[src/rtl/arith_pkg.sv]
// Shared arithmetic-unit definitions: divider FSM states and the default operand width.
package arith_pkg;

  localparam int ARITH_W_DEFAULT = 8;

  typedef enum logic [2:0] {
    IDLE,
    INIT,
    OP,
    FIX,
    NOTIFY
  } div_state_t;

endpackage

[src/rtl/divi_seq_if.sv]
// START/END handshake and operand/result bus shared by the sequential arithmetic blocks.
interface divi_seq_if import arith_pkg::*; #(
  parameter int tamano = ARITH_W_DEFAULT
);

  logic              START;
  logic [tamano-1:0] A;
  logic [tamano-1:0] B;
  logic [tamano-1:0] Q;
  logic [tamano-1:0] R;
  logic              END_DIV;
  logic              DIV_ZERO;

  modport master (
    output START, A, B,
    input  Q, R, END_DIV, DIV_ZERO
  );

  modport slave (
    input  START, A, B,
    output Q, R, END_DIV, DIV_ZERO
  );

endinterface

[src/rtl/divi_step.sv]
// One restoring-division step: shift {rem,quo} left, then subtract |B| when it fits.
module divi_step import arith_pkg::*; #(
  parameter int tamano = ARITH_W_DEFAULT
) (
  input  logic [tamano:0]   rem,
  input  logic [tamano-1:0] quo,
  input  logic [tamano-1:0] abs_b,
  output logic [tamano:0]   rem_next,
  output logic [tamano-1:0] quo_next
);

  logic [tamano+1:0] rem_sh;
  logic [tamano+1:0] divisor;
  logic              fits;

  // The extra top bit keeps the shifted remainder exact, so the compare never wraps.
  always_comb begin
    rem_sh   = {rem, quo[tamano-1]};
    divisor  = {2'b00, abs_b};
    fits     = (rem_sh >= divisor);
    rem_next = fits ? (tamano+1)'(rem_sh - divisor) : (tamano+1)'(rem_sh);
    quo_next = {quo[tamano-2:0], fits};
  end

endmodule

[src/rtl/divi_seq.sv]
// Sequential signed divider: Q = A/B truncated toward zero, R = A - Q*B, one quotient bit per cycle.
module divi_seq import arith_pkg::*; #(
  parameter int tamano = ARITH_W_DEFAULT
) (
  input  logic      CLOCK,
  input  logic      RESET,
  divi_seq_if.slave bus
);

  localparam int CNT_W = $clog2(tamano + 1);

  div_state_t        state;
  div_state_t        state_next;
  logic [tamano:0]   rem;
  logic [tamano-1:0] quo;
  logic [tamano-1:0] abs_b;
  logic              sign_a;
  logic              neg_q;
  logic [CNT_W-1:0]  count;
  logic [tamano:0]   rem_step;
  logic [tamano-1:0] quo_step;
  logic [tamano-1:0] abs_a_in;
  logic [tamano-1:0] abs_b_in;
  logic              b_zero;
  logic              last_step;
  logic              do_idle;
  logic              do_init;
  logic              do_step;
  logic              do_fix;
  logic              do_notify;

  // |-2^(tamano-1)| wraps to 2^(tamano-1), which is still correct read as unsigned.
  assign abs_a_in  = bus.A[tamano-1] ? -bus.A : bus.A;
  assign abs_b_in  = bus.B[tamano-1] ? -bus.B : bus.B;
  assign b_zero    = (bus.B == '0);
  assign last_step = (count == CNT_W'(tamano - 1));

  divi_step #(.tamano(tamano)) u_step (
    .rem      (rem),
    .quo      (quo),
    .abs_b    (abs_b),
    .rem_next (rem_step),
    .quo_next (quo_step)
  );

  always_ff @(posedge CLOCK or negedge RESET) begin
    if (!RESET) state <= IDLE;
    else        state <= state_next;
  end

  always_comb begin
    state_next = state;
    case (state)
      IDLE:    if (bus.START) state_next = INIT;
      INIT:    state_next = b_zero ? NOTIFY : OP;
      OP:      if (last_step) state_next = FIX;
      FIX:     state_next = NOTIFY;
      NOTIFY:  if (!bus.START) state_next = IDLE;
      default: state_next = IDLE;
    endcase
  end

  always_comb begin
    do_idle   = 1'b0;
    do_init   = 1'b0;
    do_step   = 1'b0;
    do_fix    = 1'b0;
    do_notify = 1'b0;
    case (state)
      IDLE:    do_idle   = 1'b1;
      INIT:    do_init   = 1'b1;
      OP:      do_step   = 1'b1;
      FIX:     do_fix    = 1'b1;
      NOTIFY:  do_notify = 1'b1;
      default: do_idle   = 1'b1;
    endcase
  end

  // quo starts out holding |A| so its MSBs stream into rem as quotient bits fill the LSBs.
  always_ff @(posedge CLOCK or negedge RESET) begin
    if (!RESET) begin
      rem          <= '0;
      quo          <= '0;
      abs_b        <= '0;
      sign_a       <= 1'b0;
      neg_q        <= 1'b0;
      count        <= '0;
      bus.Q        <= '0;
      bus.R        <= '0;
      bus.END_DIV  <= 1'b0;
      bus.DIV_ZERO <= 1'b0;
    end else begin
      if (do_idle) bus.END_DIV <= 1'b0;
      if (do_init) begin
        quo    <= abs_a_in;
        abs_b  <= abs_b_in;
        sign_a <= bus.A[tamano-1];
        neg_q  <= bus.A[tamano-1] ^ bus.B[tamano-1];
        rem    <= '0;
        count  <= '0;
        if (b_zero) begin
          bus.Q        <= '1;
          bus.R        <= bus.A;
          bus.DIV_ZERO <= 1'b1;
        end else begin
          bus.DIV_ZERO <= 1'b0;
        end
      end
      if (do_step) begin
        rem   <= rem_step;
        quo   <= quo_step;
        count <= count + CNT_W'(1);
      end
      if (do_fix) begin
        bus.Q <= neg_q  ? -quo : quo;
        bus.R <= sign_a ? -rem[tamano-1:0] : rem[tamano-1:0];
      end
      if (do_notify) bus.END_DIV <= 1'b1;
    end
  end

endmodule

[src/flat_wrapper.sv]
// flat-port wrapper written by rule: the top's interface ports become plain ports
module divi_seq_flat import arith_pkg::*;
#(
  parameter int tamano = ARITH_W_DEFAULT
)
  (CLOCK, RESET, bus_START, bus_A, bus_B, bus_Q, bus_R, bus_END_DIV, bus_DIV_ZERO);
  divi_seq_if #(.tamano(tamano)) bus_i ();
  input  logic CLOCK;
  input  logic RESET;
  input wire logic [$bits(bus_i.START)-1:0] bus_START;
  input wire logic [$bits(bus_i.A)-1:0] bus_A;
  input wire logic [$bits(bus_i.B)-1:0] bus_B;
  output wire logic [$bits(bus_i.Q)-1:0] bus_Q;
  output wire logic [$bits(bus_i.R)-1:0] bus_R;
  output wire logic [$bits(bus_i.END_DIV)-1:0] bus_END_DIV;
  output wire logic [$bits(bus_i.DIV_ZERO)-1:0] bus_DIV_ZERO;
  assign bus_i.START = bus_START;
  assign bus_i.A = bus_A;
  assign bus_i.B = bus_B;
  assign bus_Q = bus_i.Q;
  assign bus_R = bus_i.R;
  assign bus_END_DIV = bus_i.END_DIV;
  assign bus_DIV_ZERO = bus_i.DIV_ZERO;
  divi_seq #(.tamano(tamano)) u_core (.CLOCK(CLOCK), .RESET(RESET), .bus(bus_i));
endmodule
[config.mk]
export PLATFORM = sky130hd
export DESIGN_NAME = divi_seq_flat
export DESIGN_NICKNAME = d
export VERILOG_FILES = /design/src/rtl/arith_pkg.sv /design/src/rtl/divi_seq_if.sv /design/src/rtl/divi_step.sv /design/src/rtl/divi_seq.sv /design/src/flat_wrapper.sv
export SDC_FILE = /design/constraint.sdc
export NUM_CORES = 1
export LEC_CHECK = 0
export CAP_MARGIN = 20
export CORE_ASPECT_RATIO = 0.8
export CORE_MARGIN = 2
export CORE_UTILIZATION = 51
export CTS_CLUSTER_SIZE = 24
export DETAILED_ROUTE_END_ITERATION = 6
export PLACE_DENSITY = 0.74
export SLEW_MARGIN = 15
export SYNTH_ARGS = -nofsm -noshare
export SYNTH_HDL_FRONTEND = slang
export SYNTH_SLANG_ARGS = --single-unit
[constraint.sdc]
create_clock -name CLOCK -period 2.32 [get_ports CLOCK]
set_input_delay 0.58 -clock CLOCK [delete_from_list [all_inputs] [get_ports CLOCK]]
set_output_delay 0.58 -clock CLOCK [all_outputs]
set_load 0.02 [all_outputs]
# Yosys cells after proc, flatten, opt, wreduce, memory -nomap -nowiden
# Index checks and enable logic that the tools add are counted.
[word_totals] wordCells=65 output_inout_bits=18 reg_bits=52
[op_classes] n_eq_ne=9 muxes=29 n_reduce_logical=8 n_addsub=6 bitwise=1 order_cmp=1
[op_table] operator="8-bit 2-to-1 mux" count=12
[op_table] operator="8-bit negator" count=4
[op_table] operator="9-bit 2-to-1 mux" count=3
[op_table] operator="3-bit one-hot mux with 5 select lines" count=1
[op_table] operator="3-bit 2-to-1 mux" count=4
[op_table] operator="10-bit by 8-bit greater-or-equal comparator with 1-bit output" count=1
[op_table] operator="9-bit by 8-bit subtractor with 9-bit output" count=1
[op_table] operator="8-bit zero test" count=1
[op_table] operator="4-bit 2-to-1 mux" count=2
[op_table] operator="1-bit 2-to-1 mux" count=7
[op_table] operator="3-bit by 2-bit equality test with 1-bit output, second input constant" count=2
[op_table] operator="2-bit nonzero test" count=3
[op_table] operator="4-bit by 1-bit adder with 4-bit output, second input constant" count=1
[op_table] operator="4-bit by 3-bit equality test with 1-bit output, second input constant" count=1
[op_table] operator="2-bit by 1-bit != test with 1-bit output, second input constant" count=2
[op_table] operator="2-bit != test, second input constant" count=2
[op_table] operator="4-bit OR reduction" count=1
[op_table] operator="3-bit by 1-bit equality test with 1-bit output, second input constant" count=1
[op_table] operator="3-bit equality test, second input constant" count=1
[op_table] operator="3-bit zero test" count=1
[op_table] operator="3-bit AND reduction" count=1
[op_table] operator="2-bit AND reduction" count=1
[op_table] operator="1-bit bitwise XOR" count=1

# Depth between registers and ports, before layout
[depth] ltp_word=4 ltp_mapped=10

# Modules after synthesis
# A second synthesis with hierarchy kept.
[unflattened] cells_unflattened=352 area_unflattened_um2=3331.9
[by_module_without_submodules] mod="divi_seq" area_per_inst_um2=2748.9 cells_each=269 instances=1
[by_module_without_submodules] mod="divi_step" area_per_inst_um2=583.1 cells_each=83 instances=1

# Worst setup path after synthesis
# Ideal clock, no wire load.
[synth_path] kind="in2reg" startpoint="in bus_B[0]" endpoint="reg u_core.bus.R[1]" required_ps=2195 setup_time_ps=125 path_slack_ps=-150 cell_stages=7 t_arrival_ps=2346 n_path_buf=1 path_cell_list="inv_1 -> ha_1 -> or3b_4 -> or4b_1 -> buf_2 -> a21oi_4 -> mux2_2"
[synth_between] elab_chain_cells=3
[synth_lines] element="start, declared" line="flat_wrapper.sv:12" source="input wire logic [$bits(bus_i.B)-1:0] bus_B;"
[synth_lines] element="8-bit zero test" line="divi_seq.sv:35" source="assign b_zero = (bus.B == '0);"
[synth_lines] element="2-bit nonzero test (no line)"
[synth_lines] element="2-bit AND reduction (no line)"
[synth_lines] element="end signal, assigned" line="divi_seq.sv:103" source="bus.R <= bus.A;"
[synth_lines] element="end signal, assigned" line="divi_seq.sv:116" source="bus.R <= sign_a ? -rem[tamano-1:0] : rem[tamano-1:0];"
[synth_lines] element="end, declared" line="divi_seq_if.sv:21" source="output Q, R, END_DIV, DIV_ZERO"
# Every way passes these cells.
# A chain may end at the register's enable or synchronous reset.

# Worst setup path in the final report
[layout_path] startpoint="reg u_core.rem[2]" endpoint="reg u_core.rem[5]"
[layout_between] elab_chain_cells=3
[layout_lines] element="start, declared" line="divi_seq.sv:14" source="logic [tamano:0] rem;"
[layout_lines] element="start signal, assigned" line="divi_seq.sv:110" source="rem <= rem_step;"
[layout_lines] element="9-bit by 8-bit subtractor with 9-bit output or 10-bit by 8-bit greater-or-equal comparator with 1-bit output (tied branches)" line="divi_step.sv:21, divi_step.sv:20"
[layout_lines] element="9-bit 2-to-1 mux *" line="divi_step.sv:21" source="rem_next = fits ? (tamano+1)'(rem_sh - divisor) : (tamano+1)'(rem_sh);"
[layout_lines] element="9-bit 2-to-1 mux *" line="divi_seq.sv:109" source="if (do_step) begin"
# Every way passes the cells marked *; elsewhere a longest branch is shown, timed or not.

==> flow_metrics.env <==
export IMPL_busiest_layer="met2"
export IMPL_reg2reg_from="u_core.rem[2]"
export IMPL_n_fill_cell=496
export IMPL_reg2reg_slack_ps=30
export IMPL_worstMarginPinSlew_ps=812
export IMPL_clock_sinks=52
export IMPL_vdd_drop_max_uv=1060
export IMPL_clkTransAtPathRegs_ps=100
export IMPL_async_flop_share_pct=100
export IMPL_avgSynthCellArea_um2=9.35
export IMPL_vias_per_cell=5.73
export IMPL_yosys_register_bits=52
export IMPL_numCtsBuffers=5
export IMPL_relSlewSlack_pct=45.7
export IMPL_grt_pass1_wl_um=13100
export IMPL_synth_nets=374
export IMPL_synth_edf_count=0
export IMPL_synth_common_cells="dfrtp_1, nand2_1, o21ai_0"
export IMPL_drive_gt1_share_pct=21.7
export IMPL_maxSlewViolCount=0
export IMPL_synth_ff_type="dfrtp_1"
export IMPL_min_period_ps=2290
export IMPL_clk_latency_ps=320
export IMPL_endpoint_kind="flip-flop"
export IMPL_cts_hold_buf=0
export IMPL_syn_area_um2=3190
export IMPL_cp_required_ps=2570
export IMPL_synth_distinct_cells=55
export IMPL_cp_arrival_ps=2540
export IMPL_finClkSkew_ps=11.7
export IMPL_portBuffers=36
export IMPL_finalNetCount=437
export IMPL_met1_usage_pct=34.2
export IMPL_stdcell_count=486
export IMPL_dp_hpwl_um=5890
export IMPL_dr_pass1_iters=4
export IMPL_die_x_um=92.4
export IMPL_setup_tns_ps=0
export IMPL_drt_iter0_drc=152
export IMPL_hold_viol=0
export IMPL_status="complete, no violations"
export IMPL_crit_path_start="u_core.rem[2]"
export IMPL_power_density_nw_per_um2=1510
export IMPL_ios=37
export IMPL_crit_path_start_kind="flip-flop"
export IMPL_grt_antenna_before_repair=0
export IMPL_root_buffer="clkbuf_8"
export IMPL_yosysWarnings=0
export IMPL_detail_route_wl_per_cell_um=16.1
export IMPL_dieArea_um2=6900
export IMPL_die_y_um=74.7
export IMPL_path_max_fanout=5
export IMPL_finalSetupViolCount=0
export IMPL_r2r_cells=9
export IMPL_rows=25
export IMPL_track_usage_pct=24.3
export IMPL_critical_path_class="flip-flop to flip-flop"
export IMPL_grt_pass1_vias=2720
export IMPL_rsz0062_at_grt="true"
export IMPL_cts_max_level=2
export IMPL_synth_top_cell_area_share_pct=40.8
export IMPL_core_area_um2=5970
export IMPL_initial_utilization_pct=53.4
export IMPL_fmax_mhz=437
export IMPL_grt_start_max_net_pins=25
export IMPL_drc=0
export IMPL_yosysTopAreaCell="dfrtp_1"
export IMPL_met3_usage_pct=5.01
export IMPL_maxCapViolCount=0
export IMPL_finalCritPeriodShare_pct=98.6
export IMPL_post_route_util_pct=67.8
export IMPL_cts_max_path_buffers=2
export IMPL_syn_to_final_growth_pct=27.1
export IMPL_post_place_cells=474
export IMPL_num_antenna_cells=0
export IMPL_cts_tree="built"
export IMPL_grt_overflow_total=0
export IMPL_finalWeightedCongestion=0.839
export IMPL_syn_inst=341
export IMPL_synthTopCellsByArea="dfrtp_1, o21ai_0, nand2_1, ha_1, xor2_1"
export IMPL_endpoint="u_core.rem[5]"
export IMPL_ant_nets=0
export IMPL_gr_usage_met2_pct=39.3
export IMPL_reg2reg_to="u_core.rem[5]"
export IMPL_synth_most_common_cell="dfrtp_1"
export IMPL_route_vias_total=2787
export IMPL_yosysSeqAreaShare_pct=40.8
export IMPL_hold_path_class="input pin to asynchronous set/reset pin"
export IMPL_p_leak_nw=1.78
export IMPL_drt_total_wl_um=7830
-- layout by cell type, fill, tap and decap left out, drive strengths merged, types with 3 or more instances in the layout --
| cell | instances |
|---|---|
| a21oi | 9 |
| nand3 | 5 |
| inv | 23 |
| nand2b | 4 |
| nand4 | 3 |
| clkdlybuf4s50 | 31 |
| mux2 | 6 |
| o21a | 3 |
| ha | 13 |
| o21ai | 37 |
| nor2b | 3 |
| clkbuf | 6 |
| xnor2 | 11 |
| buf | 41 |
| nand2 | 46 |
| o31ai | 8 |
| nor3 | 3 |
| dfrtp | 52 |
| a22oi | 6 |
| a22o | 3 |
| nor4 | 3 |
| nor2 | 18 |
| o22a | 8 |
| a32oi | 3 |
| or3 | 5 |
| xor2 | 16 |
| mux2i | 9 |
-- what timing repair did --
| item | 4_1_cts | 5_1_grt |
|---|---|---|
| pin swaps | 3 | 2 |
| gates resized for setup | 14 | 18 |
| endpoints found under the setup margin | 21 | 12 |
| setup buffers | 1 | 3 |
| endpoints found under the hold margin | 0 | 0 |
-- power by group --
part	internal [mW]	switching, mW	total [mW]	leakage, nW
clock	0.327	0.323	0.650	0.0558
sequential	1.32	0.398	1.72	0.643
combinational	1.82	1.92	3.75	1.08
-- stage by stage --
step	hold WS, ps	area, um2	setup WS, ps	total power, mW
floorplan	284	3230	-98.1	3.97
global placement	466	3830	-766	5.02
detailed placement	477	3830	-831	5.15
CTS	255	3960	21.8	5.83
global route	283	4050	-44.7	6.59
finish	236	4050	33.3	6.11
-- registers in the layout, indices dropped and copies added (netlist names) --
register,count
u_core.abs_b,8
u_core.bus.DIV_ZERO,1
u_core.bus.END_DIV,1
u_core.bus.Q,8
u_core.bus.R,8
u_core.count,4
u_core.neg_q,1
u_core.quo,8
u_core.rem,9
u_core.sign_a,1
u_core.state,3
-- routing by layer --
| layer | wire length [um] | part of all wire, % |
|---|---|---|
| met1 | 3720 | 48 |
| met2 | 3630 | 46 |
| met3 | 421 | 5.4 |
| met4 | 59 | 0.75 |
| met5 | 0 | 0 |
-- final cells by class --
| cell class | instances | area (um2) | area share (%) |
|---|---|---|---|
| clock buffers | 6 | 72.6 | 1.79 |
| clock inverters | 2 | 38.8 | 0.957 |
| inverters | 22 | 97.6 | 2.41 |
| multi-input cells | 249 | 1800 | 44.4 |
| flip-flops and latches | 52 | 1300 | 32.1 |
| well taps | 81 | 101 | 2.50 |
| repair buffers | 74 | 641 | 15.8 |
-- worst max-delay path, cell delays in order (launching register included) --
cell and delay [ps]:
dfrtp_1 410, ha_2 400, nand4_1 140, a31oi_2 220
nor4_2 70, buf_4 140, buf_4 130, buf_4 120
or4_1 510, nand2_1 80
-- worst min-delay path by stage --
stage | from | endpoint | slack, ps | cells past startpoint
6_report | RESET | u_core.neg_q | 240 | 1
5_1_grt | RESET | u_core.abs_b[5] | 280 | 1
4_1_cts | RESET | u_core.quo[2] | 260 | 1
3_5_place_dp | u_core.abs_b[1] | u_core.abs_b[1] | 480 | 2
3_3_place_gp | u_core.abs_b[6] | u_core.abs_b[6] | 470 | 2
2_1_floorplan | RESET | u_core.abs_b[0] | 280 | 0
-- logic make-up after synthesis --
kind of cell,Yosys count,synth area share [%]
multiplexers,15,4.95
flip-flops,52,40.8
buffers and inverters,40,5.77
AND/OR/NAND/NOR,99,15.1
AO/OA/AOI/OAI,94,20.3
XOR/XNOR,27,7.42
adder cells (fa/ha/maj),14,5.73
No activity file was read; power rests on OpenSTA's default activity.
